--- src/rtl/reorder_buffer_pkg.sv ---
// Shared widths and the per-entry control packing for the reorder buffer.
// Result data is stored beside this packing so DATA_WIDTH stays a free parameter.
package reorder_buffer_pkg;

  localparam int unsigned ROB_DATA_WIDTH = 16;
  localparam int unsigned ROB_TAG_WIDTH  = 3;
  localparam int unsigned ROB_DEST_WIDTH = 3;

  typedef logic [ROB_DEST_WIDTH-1:0] dest_reg_t;

  typedef struct packed {
    logic      valid;
    logic      done;
    logic      we;
    logic      ovf;
    dest_reg_t dest_reg;
  } rob_ctrl_t;

  // An overflowing instruction must never reach the register file.
  function automatic logic rob_commit_we(rob_ctrl_t e);
    return e.we & ~e.ovf;
  endfunction

endpackage

--- src/rtl/reorder_buffer_if.sv ---
// Decode, writeback and commit signals of the reorder buffer.
// master = pipeline side, slave = the buffer itself.
interface reorder_buffer_if import reorder_buffer_pkg::*; #(
  parameter int unsigned DATA_WIDTH = ROB_DATA_WIDTH,
  parameter int unsigned TAG_WIDTH  = ROB_TAG_WIDTH
) ();

  logic                  flush;
  logic                  alloc_valid;
  dest_reg_t             alloc_destReg;
  logic                  alloc_we;
  logic                  alloc_ready;
  logic [TAG_WIDTH-1:0]  tail_rob;
  logic                  wb_valid;
  logic [TAG_WIDTH-1:0]  wb_tag;
  logic [DATA_WIDTH-1:0] wb_result;
  logic                  wb_ovf;
  logic                  commit_valid;
  dest_reg_t             commit_destReg;
  logic [DATA_WIDTH-1:0] commit_data;
  logic                  commit_we;
  logic                  commit_exception;
  logic                  empty;

  modport master (
    output flush, alloc_valid, alloc_destReg, alloc_we, wb_valid, wb_tag, wb_result, wb_ovf,
    input  alloc_ready, tail_rob, commit_valid, commit_destReg, commit_data, commit_we,
           commit_exception, empty
  );

  modport slave (
    input  flush, alloc_valid, alloc_destReg, alloc_we, wb_valid, wb_tag, wb_result, wb_ovf,
    output alloc_ready, tail_rob, commit_valid, commit_destReg, commit_data, commit_we,
           commit_exception, empty
  );

endinterface

--- src/rtl/rob_entry_array.sv ---
// Per-entry storage of the reorder buffer: alloc write, writeback write, head read, clear-all.
// Clear-all has priority over every other write on the same edge.
module rob_entry_array import reorder_buffer_pkg::*; #(
  parameter int unsigned DATA_WIDTH = ROB_DATA_WIDTH,
  parameter int unsigned TAG_WIDTH  = ROB_TAG_WIDTH,
  localparam int unsigned DEPTH     = 2 ** TAG_WIDTH
) (
  input  logic                  i_clk,
  input  logic                  i_rst_n,
  input  logic                  i_clear,
  input  logic                  i_alloc_en,
  input  logic [TAG_WIDTH-1:0]  i_alloc_idx,
  input  dest_reg_t             i_alloc_dest,
  input  logic                  i_alloc_we,
  input  logic                  i_wb_en,
  input  logic [TAG_WIDTH-1:0]  i_wb_idx,
  input  logic [DATA_WIDTH-1:0] i_wb_result,
  input  logic                  i_wb_ovf,
  input  logic                  i_retire_en,
  input  logic [TAG_WIDTH-1:0]  i_head_idx,
  output rob_ctrl_t             o_head_ctrl,
  output logic [DATA_WIDTH-1:0] o_head_result,
  output logic [DEPTH-1:0]      o_valid
);

  rob_ctrl_t             r_ctrl   [DEPTH];
  logic [DATA_WIDTH-1:0] r_result [DEPTH];

  always_ff @(posedge i_clk or negedge i_rst_n) begin
    if (!i_rst_n) begin
      for (int i = 0; i < DEPTH; i++) begin
        r_ctrl[i]   <= '0;
        r_result[i] <= '0;
      end
    end else if (i_clear) begin
      for (int i = 0; i < DEPTH; i++) begin
        r_ctrl[i].valid <= 1'b0;
        r_ctrl[i].done  <= 1'b0;
      end
    end else begin
      if (i_retire_en) begin
        r_ctrl[i_head_idx].valid <= 1'b0;
      end
      if (i_alloc_en) begin
        r_ctrl[i_alloc_idx] <= '{valid: 1'b1, done: 1'b0, we: i_alloc_we, ovf: 1'b0,
                                 dest_reg: i_alloc_dest};
      end
      if (i_wb_en) begin
        r_ctrl[i_wb_idx].done <= 1'b1;
        r_ctrl[i_wb_idx].ovf  <= i_wb_ovf;
        r_result[i_wb_idx]    <= i_wb_result;
      end
    end
  end

  always_comb begin
    o_valid = '0;
    for (int i = 0; i < DEPTH; i++) begin
      o_valid[i] = r_ctrl[i].valid;
    end
  end

  assign o_head_ctrl   = r_ctrl[i_head_idx];
  assign o_head_result = r_result[i_head_idx];

endmodule

--- src/rtl/reorder_buffer.sv ---
// In-order completion buffer: allocates tags at decode, accepts tagged writeback out of
// order, retires one entry per cycle in allocation order; an overflow retire flushes all.
module reorder_buffer import reorder_buffer_pkg::*; #(
  parameter int unsigned DATA_WIDTH = ROB_DATA_WIDTH,
  parameter int unsigned TAG_WIDTH  = ROB_TAG_WIDTH
) (
  input logic              clk,
  input logic              reset,
  reorder_buffer_if.slave  rob_bus
);

  localparam int unsigned         DEPTH      = 2 ** TAG_WIDTH;
  localparam logic [TAG_WIDTH:0]  FULL_COUNT = (TAG_WIDTH + 1)'(DEPTH);

  logic [TAG_WIDTH-1:0]  r_head;
  logic [TAG_WIDTH-1:0]  r_tail;
  logic [TAG_WIDTH:0]    r_count;
  logic                  r_commit_valid;
  dest_reg_t             r_commit_dest;
  logic [DATA_WIDTH-1:0] r_commit_data;
  logic                  r_commit_we;
  logic                  r_commit_exc;

  rob_ctrl_t             w_head_ctrl;
  logic [DATA_WIDTH-1:0] w_head_result;
  logic [DEPTH-1:0]      w_valid;
  logic                  w_alloc_ready;
  logic                  w_alloc;
  logic                  w_wb;
  logic                  w_commit;
  logic                  w_exc;
  logic                  w_clear;

  // Ready uses the pre-edge count, so a full buffer cannot refill on the edge it commits.
  assign w_alloc_ready = (r_count < FULL_COUNT) && !rob_bus.flush;
  assign w_alloc       = rob_bus.alloc_valid && w_alloc_ready;
  assign w_wb          = rob_bus.wb_valid && w_valid[rob_bus.wb_tag];
  assign w_commit      = w_head_ctrl.valid && w_head_ctrl.done && !rob_bus.flush;
  assign w_exc         = w_commit && w_head_ctrl.ovf;
  assign w_clear       = rob_bus.flush || w_exc;

  rob_entry_array #(
    .DATA_WIDTH (DATA_WIDTH),
    .TAG_WIDTH  (TAG_WIDTH)
  ) u_entries (
    .i_clk         (clk),
    .i_rst_n       (reset),
    .i_clear       (w_clear),
    .i_alloc_en    (w_alloc),
    .i_alloc_idx   (r_tail),
    .i_alloc_dest  (rob_bus.alloc_destReg),
    .i_alloc_we    (rob_bus.alloc_we),
    .i_wb_en       (w_wb),
    .i_wb_idx      (rob_bus.wb_tag),
    .i_wb_result   (rob_bus.wb_result),
    .i_wb_ovf      (rob_bus.wb_ovf),
    .i_retire_en   (w_commit),
    .i_head_idx    (r_head),
    .o_head_ctrl   (w_head_ctrl),
    .o_head_result (w_head_result),
    .o_valid       (w_valid)
  );

  always_ff @(posedge clk or negedge reset) begin
    if (!reset) begin
      r_head  <= '0;
      r_tail  <= '0;
      r_count <= '0;
    end else if (w_clear) begin
      r_head  <= '0;
      r_tail  <= '0;
      r_count <= '0;
    end else begin
      if (w_commit) begin
        r_head <= r_head + TAG_WIDTH'(1);
      end
      if (w_alloc) begin
        r_tail <= r_tail + TAG_WIDTH'(1);
      end
      r_count <= r_count + (TAG_WIDTH + 1)'(w_alloc) - (TAG_WIDTH + 1)'(w_commit);
    end
  end

  always_ff @(posedge clk or negedge reset) begin
    if (!reset) begin
      r_commit_valid <= 1'b0;
      r_commit_dest  <= '0;
      r_commit_data  <= '0;
      r_commit_we    <= 1'b0;
      r_commit_exc   <= 1'b0;
    end else begin
      r_commit_valid <= w_commit;
      if (w_commit) begin
        r_commit_dest <= w_head_ctrl.dest_reg;
        r_commit_data <= w_head_result;
        r_commit_we   <= rob_commit_we(w_head_ctrl);
        r_commit_exc  <= w_head_ctrl.ovf;
      end
    end
  end

  assign rob_bus.alloc_ready      = w_alloc_ready;
  assign rob_bus.tail_rob         = r_tail;
  assign rob_bus.empty            = (r_count == '0);
  assign rob_bus.commit_valid     = r_commit_valid;
  assign rob_bus.commit_destReg   = r_commit_dest;
  assign rob_bus.commit_data      = r_commit_data;
  assign rob_bus.commit_we        = r_commit_we;
  assign rob_bus.commit_exception = r_commit_exc;

endmodule

--- src/flat_wrapper.sv ---
// flat-port wrapper written by rule: the top's interface ports become plain ports
module reorder_buffer_flat import reorder_buffer_pkg::*;
#(
  parameter int unsigned DATA_WIDTH = ROB_DATA_WIDTH,
  parameter int unsigned TAG_WIDTH  = ROB_TAG_WIDTH
)
  (clk, reset, rob_bus_flush, rob_bus_alloc_valid, rob_bus_alloc_destReg, rob_bus_alloc_we, rob_bus_wb_valid, rob_bus_wb_tag, rob_bus_wb_result, rob_bus_wb_ovf, rob_bus_alloc_ready, rob_bus_tail_rob, rob_bus_commit_valid, rob_bus_commit_destReg, rob_bus_commit_data, rob_bus_commit_we, rob_bus_commit_exception, rob_bus_empty);
  reorder_buffer_if #(.DATA_WIDTH(DATA_WIDTH), .TAG_WIDTH(TAG_WIDTH)) rob_bus_i ();
  input logic clk;
  input logic reset;
  input wire logic [$bits(rob_bus_i.flush)-1:0] rob_bus_flush;
  input wire logic [$bits(rob_bus_i.alloc_valid)-1:0] rob_bus_alloc_valid;
  input wire logic [$bits(rob_bus_i.alloc_destReg)-1:0] rob_bus_alloc_destReg;
  input wire logic [$bits(rob_bus_i.alloc_we)-1:0] rob_bus_alloc_we;
  input wire logic [$bits(rob_bus_i.wb_valid)-1:0] rob_bus_wb_valid;
  input wire logic [$bits(rob_bus_i.wb_tag)-1:0] rob_bus_wb_tag;
  input wire logic [$bits(rob_bus_i.wb_result)-1:0] rob_bus_wb_result;
  input wire logic [$bits(rob_bus_i.wb_ovf)-1:0] rob_bus_wb_ovf;
  output wire logic [$bits(rob_bus_i.alloc_ready)-1:0] rob_bus_alloc_ready;
  output wire logic [$bits(rob_bus_i.tail_rob)-1:0] rob_bus_tail_rob;
  output wire logic [$bits(rob_bus_i.commit_valid)-1:0] rob_bus_commit_valid;
  output wire logic [$bits(rob_bus_i.commit_destReg)-1:0] rob_bus_commit_destReg;
  output wire logic [$bits(rob_bus_i.commit_data)-1:0] rob_bus_commit_data;
  output wire logic [$bits(rob_bus_i.commit_we)-1:0] rob_bus_commit_we;
  output wire logic [$bits(rob_bus_i.commit_exception)-1:0] rob_bus_commit_exception;
  output wire logic [$bits(rob_bus_i.empty)-1:0] rob_bus_empty;
  assign rob_bus_i.flush = rob_bus_flush;
  assign rob_bus_i.alloc_valid = rob_bus_alloc_valid;
  assign rob_bus_i.alloc_destReg = rob_bus_alloc_destReg;
  assign rob_bus_i.alloc_we = rob_bus_alloc_we;
  assign rob_bus_i.wb_valid = rob_bus_wb_valid;
  assign rob_bus_i.wb_tag = rob_bus_wb_tag;
  assign rob_bus_i.wb_result = rob_bus_wb_result;
  assign rob_bus_i.wb_ovf = rob_bus_wb_ovf;
  assign rob_bus_alloc_ready = rob_bus_i.alloc_ready;
  assign rob_bus_tail_rob = rob_bus_i.tail_rob;
  assign rob_bus_commit_valid = rob_bus_i.commit_valid;
  assign rob_bus_commit_destReg = rob_bus_i.commit_destReg;
  assign rob_bus_commit_data = rob_bus_i.commit_data;
  assign rob_bus_commit_we = rob_bus_i.commit_we;
  assign rob_bus_commit_exception = rob_bus_i.commit_exception;
  assign rob_bus_empty = rob_bus_i.empty;
  reorder_buffer #(.DATA_WIDTH(DATA_WIDTH), .TAG_WIDTH(TAG_WIDTH)) u_core (.clk(clk), .reset(reset), .rob_bus(rob_bus_i));
endmodule
--- config.mk ---
export PLATFORM = sky130hd
export DESIGN_NAME = reorder_buffer_flat
export DESIGN_NICKNAME = d
export VERILOG_FILES = /design/src/rtl/reorder_buffer_pkg.sv /design/src/rtl/reorder_buffer_if.sv /design/src/rtl/rob_entry_array.sv /design/src/rtl/reorder_buffer.sv /design/src/flat_wrapper.sv
export SDC_FILE = /design/constraint.sdc
export NUM_CORES = 1
export LEC_CHECK = 0
export ABC_CLOCK_PERIOD_IN_PS = 6800
export CELL_PAD_IN_SITES_DETAIL_PLACEMENT = 2
export CELL_PAD_IN_SITES_GLOBAL_PLACEMENT = 2
export CORE_ASPECT_RATIO = 2
export CORE_UTILIZATION = 48
export CTS_CLUSTER_DIAMETER = 80
export DETAILED_ROUTE_END_ITERATION = 6
export DONT_BUFFER_PORTS = 1
export PLACE_DENSITY_LB_ADDON = 0.3
export SLEW_MARGIN = 20
export SYNTH_ARGS = -nofsm -noshare
export SYNTH_HDL_FRONTEND = slang
export SYNTH_SLANG_ARGS = --single-unit
--- constraint.sdc ---
create_clock -name clk -period 6.8 [get_ports clk]
set_input_delay 1.36 -clock clk [delete_from_list [all_inputs] [get_ports clk]]
set_output_delay 1.36 -clock clk [all_outputs]
set_load 0.05 [all_outputs]
=== After elaboration in Yosys (flattened, before gate mapping) ===
Cells that the tools add are included.

* Word-level logic and storage cells: 130
* Register bits after elaboration: 216

* Reductions and logical operators: 15
* Bitwise gates (word level): 6
* Magnitude comparators: 8
* $add $sub $neg: 4
* Multiplexer cells: 41

{| class="wikitable"
|+ Operators with widths
! cell !! count
|-
| $mux W56 || 5
|-
| $bwmux W56 || 4
|-
| $bwmux W128 || 1
|-
| $demux W7 S3 || 4
|-
| $bmux W16 S3 || 1
|-
| $demux W16 S3 || 1
|-
| $mux W16 || 3
|-
| $mux W7 || 4
|-
| $bmux W7 S3 || 1
|-
| $mux W2 || 8
|-
| $ge A4 B4 Y1 const B || 3
|-
| $lt A4 B1 Y1 const B || 3
|-
| $mux W3 || 4
|-
| $not A3 Y4 || 3
|-
| $logic_and A1 B1 Y1 || 9
|-
| $mux W4 || 2
|-
| $add A3 B1 Y3 const B || 2
|-
| $mux W6 || 1
|-
| $add A4 B1 Y4 || 1
|-
| $logic_not A4 Y1 || 1
|-
| $lt A3 B4 Y1 const B || 1
|-
| $lt A4 B4 Y1 const B || 1
|-
| $reduce_bool A2 Y1 || 2
|-
| $sub A4 B1 Y4 || 1
|-
| other kinds (7) || 8
|}

=== Longest topological paths before layout ===
* Word-level depth: 16
* Mapped depth: 13

=== Modules after synthesis ===
From an unflattened synthesis, not the netlist that was laid out.

* Cells, all modules: 663
* Area total of the unflattened synthesis: 10103.4 µm²

{| class="wikitable"
|+ Modules (own cells, without submodules)
! module !! area each (µm²) !! sequential area each (µm²) !! instances !! cells each
|-
| rob_entry_array || 8569.5 || 4604.4 || 1 || 554
|-
| reorder_buffer || 1534.0 || 800.8 || 1 || 109
|}

=== Least setup slack after synthesis ===
Ideal clock, no wire load.

* Kind: input to output
* Start point: in rob_bus_flush
* End point: out rob_bus_alloc_ready
* Arrival time: 2.423 ns
* Required time: 5.440 ns
* Path slack: 3.017 ns
* Buffers on the path: 2
* Stages: 3
* Cells stage by stage: clkbuf_1 buf_1 nor2_1

* Longest elaborated chain between the ends: 2

{| class="wikitable"
|+ RTL lines
! what !! line !! text
|-
| start: declaration || flat_wrapper.sv:11 || <nowiki>input wire logic [$bits(rob_bus_i.flush)-1:0] rob_bus_flush;</nowiki>
|-
| $logic_not A1 Y1 || reorder_buffer.sv:35 || <nowiki>assign w_alloc_ready = (r_count < FULL_COUNT) && !rob_bus.flush;</nowiki>
|-
| $logic_and A1 B1 Y1 || reorder_buffer.sv:35 ||
|-
| end: declaration || flat_wrapper.sv:19 || <nowiki>output wire logic [$bits(rob_bus_i.alloc_ready)-1:0] rob_bus_alloc_ready;</nowiki>
|}

Every way passes these cells.

=== Worst setup path after layout ===
* Start point: reg u_core.r_head[1]
* End point: reg u_core.u_entries.r_result[122] (netlist bit)

* Longest elaborated chain between the ends: 10

{| class="wikitable"
|+ RTL lines
! what !! line !! text
|-
| start: declaration || reorder_buffer.sv:15 || <nowiki>logic [TAG_WIDTH-1:0] r_head;</nowiki>
|-
| start signal: assignment || reorder_buffer.sv:75 || <nowiki>r_head <= r_head + TAG_WIDTH'(1);</nowiki>
|-
| $not A3 Y4 (implied by the code) * || rob_entry_array.sv:63 || <nowiki>assign o_head_ctrl = r_ctrl[i_head_idx];</nowiki>
|-
| $bmux W7 S3 * || rob_entry_array.sv:63 ||
|-
| $mux W7 (implied by the code) * (2 in a row) || rob_entry_array.sv:63 ||
|-
| $logic_and A1 B1 Y1 (2 in a row) || reorder_buffer.sv:38 || <nowiki>assign w_commit = w_head_ctrl.valid && w_head_ctrl.done && !rob_bus.flush;</nowiki>
|-
| $logic_and A1 B1 Y1 * || reorder_buffer.sv:39 || <nowiki>assign w_exc = w_commit && w_head_ctrl.ovf;</nowiki>
|-
| $logic_or A1 B1 Y1 * || reorder_buffer.sv:40 || <nowiki>assign w_clear = rob_bus.flush || w_exc;</nowiki>
|-
| $not A1 Y1 (no line) * || n/a ||
|-
| $reduce_and A2 Y1 (no line) * || n/a ||
|-
| end signal: indexed assignment || rob_entry_array.sv:51 || <nowiki>r_result[i_wb_idx] <= i_wb_result;</nowiki>
|-
| end: declaration || rob_entry_array.sv:27 || <nowiki>logic [DATA_WIDTH-1:0] r_result [DEPTH];</nowiki>
|}

Mark *: on every way between the ends. The rest lies on a longest branch, timed or not. The select of a mux whose other input is x is not followed.
A chain may end at the register's enable or synchronous reset.

==> impl_metrics.py <==
metrics = {
    "run_status": {
        "status": "finished, final reports clean",
    },
    "synth": {
        "ys_seq_area_frac": 0.556,
        "synth_edf_count": 0,
        "synth_area_sq_um": 9720,
        "yosys_most_used_dff": "dfrtp_1",
        "synth_cell_types": 49,
        "syn_avg_cell_area_sq_um": 12.9,
        "synth_seq_cells": 216,
        "ys_warn_count": 0,
        "syn-instance-count": 756,
        "synth_fp_nets": 793,
        "synth_async_sr_flop_share": 1.00,
    },
    "worst_setup_path": {
        "crit_path_start_kind": "flop",
        "critPathRequiredTime_ps": 7170,
        "critPathCaptureType": "flop",
        "critPathArrivalTime_ps": 4870,
        "critical_path_class": "reg -> reg",
        "crit_fanout": 21,
    },
    "job": {
        "cap_violations": 0,
    },
    "final_layout": {
        "nets": 777,
        "layout-drive-gt1-share": 0.259,
        "synthToLayoutAreaGrowth_pct": 8.53,
        "fin_cells": 1011,
        "final_cell_mix": "216 x dfrtp_1, 133 x mux2_2, 46 x nor2_1",
        "mostFrequentLayoutCell": "dfrtp_1",
        "n_antenna_cell": 0,
    },
    "routing": {
        "via_count": 6565,
        "ant_nets": 0,
        "totalWireLength_um": 31600,
        "viasPerCell": 6.49,
        "drt-initial-drc-count": 352,
        "route.detailed.drc": 0,
        "wire_per_inst_um": 31.3,
        "first_pass_iters": 4,
    },
    "sta": {
        "hold_violations": 0,
        "clock.fmax_mhz": 223,
        "setup_ws_ps": 2310,
        "timing.setup.tns_ps": 0,
        "worst_hold_slack_ps": 493,
        "post-route-period-util": 0.661,
        "max_slew.worst_pin.slew_ps": 1060,
        "clock_skew_ps": 15.4,
        "relSlewSlack": 0.289,
        "period_needed_ps": 4490,
        "drv_slew": 0,
        "setup_viol": 0,
        "rsz0062_at_grt": "no",
    },
    "cts": {
        "cts_tree": "built",
        "cts_buffers": 21,
        "cts.repair.resized": 0,
        "cts-root-buf": "clkbuf_16",
        "post_cts_buffers": 0,
        "clkLatencyLatePin_ps": 510,
        "clk_pin_slew_ps": 60,
        "h-tree-depth": 1,
        "cts_sinks": 216,
        "cts_hold_buffers": 0,
        "clockBufferDepth": 3,
    },
    "die": {
        "fp.dieArea_sq_um": 20900,
        "core_sq_um": 19800,
        "fp-row-count": 73,
        "pin_count": 56,
        "die_w_um": 103,
        "fp.dieH_um": 203,
        "start_util": 0.490,
    },
    "global_routing": {
        "grt_pass1_vias": 7722,
        "grt_pass1_wl_um": 48500,
        "antenna_found_initial": 0,
        "grt-ovfl-total": 0,
        "grt_max_degree": 217,
        "grt_usage": 0.321,
    },
    "placement": {
        "placed_cells": 979,
        "place_ws_ps": 2300,
        "numPortBuffers": 0,
        "gp_congestion": 0.853,
        "place_hpwl_um": 19000,
    },
    "pwr": {
        "swShare": 0.249,
        "power.switching_mw": 0.692,
        "fin_total_pwr_mw": 2.78,
        "power_frac_clock": 0.402,
        "power_frac_seq": 0.525,
        "internal-power_mw": 2.09,
        "cellPowerDensity_nw_per_um2": 264,
        "leakagePower_nw": 4.92,
        "irDropWorstVdd_mv": 0.214,
        "p_comb_frac": 0.073,
    },
    "hold_path": {
        "min_path_type": "reg -> reg",
    },
}
layout make-up:
type                       instances  area, sq um
tap                              262          328
timing repair buffer              10         90.1
multi-input combinational        475         4050
clock buffer                      27          568
sequential                       216         5410
clock inverter                     5         53.8
fill                            1843         9270
inverter                          16         60.1
worst max-delay path: stages, from the launching register on:
cell and delay (ps):
dfrtp_1 920, mux4_2 600, mux2i_1 490, a221oi_2 80
buf_4 250, or2_1 570, nor3_4 1000, mux2_1 430
sequential cells by signal, indices dropped and copies added (netlist names):
register	count
u_core.u_entries.r_result	128
u_core.rob_bus.commit_destReg	3
u_core.rob_bus.commit_data	16
u_core.r_count	4
u_core.rob_bus.tail_rob	3
u_core.rob_bus.commit_we	1
u_core.rob_bus.commit_exception	1
u_core.u_entries.r_ctrl	48
u_core.r_head	3
u_core.rob_bus.commit_valid	1
u_core.u_entries.o_valid	8
through the flow:
step | cell area (sq um) | util
after floorplan | 9720 | -
after global placement | 9900 | 0.499
after detailed placement | 9930 | 0.501
after CTS | 10500 | 0.532
after global routing | 10600 | 0.532
final | 10600 | 0.532
logic make-up (layout without fill, tap and decap cells):
logic type / Yosys count / count (layout) / synth area share
XOR/XNOR: 5 / 5 / 0.00450
adder cells (fa/ha/maj): 8 / 8 / 0.0111
flip-flops: 216 / 216 / 0.556
AND/OR/NAND/NOR: 136 / 136 / 0.0732
buffers and inverters: 65 / 58 / 0.0315
multiplexers: 171 / 171 / 0.202
AO/OA/AOI/OAI: 155 / 155 / 0.122
per-layer routing:
| metal | share of wire | vias up | wire (um) | GRT usage |
|---|---|---|---|---|
| met5 | 0 | - | 0 | 0 |
| met1 | 0.36 | 3550 | 11200 | 0.356 |
| li1 | - | 2754 | - | - |
| met4 | 0.046 | 0 | 1460 | 0.164 |
| met3 | 0.038 | 81 | 1200 | 0.0442 |
| met2 | 0.56 | 180 | 17700 | 0.580 |
power groups by stage:
stage,clock network (mW),registers [mW],logic (mW)
after CTS,1.14,1.46,0.207
after detailed placement,0,1.48,0.202
after global routing,1.18,1.47,0.221
after global placement,0,1.47,0.185
after floorplan,0,1.46,0.166
final,1.12,1.46,0.203
worst paths after layout:
kind	startpoint	end	slack, ps	cells past startpoint
setup / recovery	u_core.r_head[1]	u_core.u_entries.r_result[122]	2310	7
hold / removal	u_core.u_entries.r_result[27]	u_core.u_entries.r_result[27]	490	1
setup reg to reg	u_core.r_head[1]	u_core.u_entries.r_result[122]	2310	7
hold reg to reg	u_core.u_entries.r_result[27]	u_core.u_entries.r_result[27]	490	1
max in group asynchronous	reset	u_core.u_entries.o_valid[0]	5840	0
min in group asynchronous	reset	u_core.r_head[2]	550	0
Yosys cell counts, drive strengths merged, types with 3 or more instances:
| master | n | area, sq um |
|---|---|---|
| buf | 21 | 141 |
| o2bb2a | 3 | 30.0 |
| o31ai | 5 | 37.5 |
| nand2b | 5 | 31.3 |
| nor2 | 47 | 184 |
| dfrtp | 216 | 5410 |
| inv | 16 | 60.1 |
| nand3 | 16 | 100 |
| mux4 | 4 | 90.1 |
| nor3 | 4 | 53.8 |
| a22o | 38 | 333 |
| nor3b | 4 | 30.0 |
| a21oi | 16 | 80.1 |
| ha | 7 | 87.6 |
| xnor2 | 4 | 35.0 |
| mux2i | 6 | 60.1 |
| and3 | 3 | 18.8 |
| a21o | 3 | 22.5 |
| a221oi | 39 | 342 |
| a31oi | 22 | 138 |
| a22oi | 3 | 22.5 |
| a21boi | 4 | 30.0 |
| a31o | 3 | 26.3 |
| nand2 | 35 | 131 |
| clkbuf | 28 | 105 |
| mux2 | 161 | 1810 |
| and2 | 6 | 37.5 |
| o32ai | 4 | 35.0 |
| o21ai | 12 | 60.1 |
| nor2b | 7 | 43.8 |
Note: power is estimated with default switching activity, not from simulation.
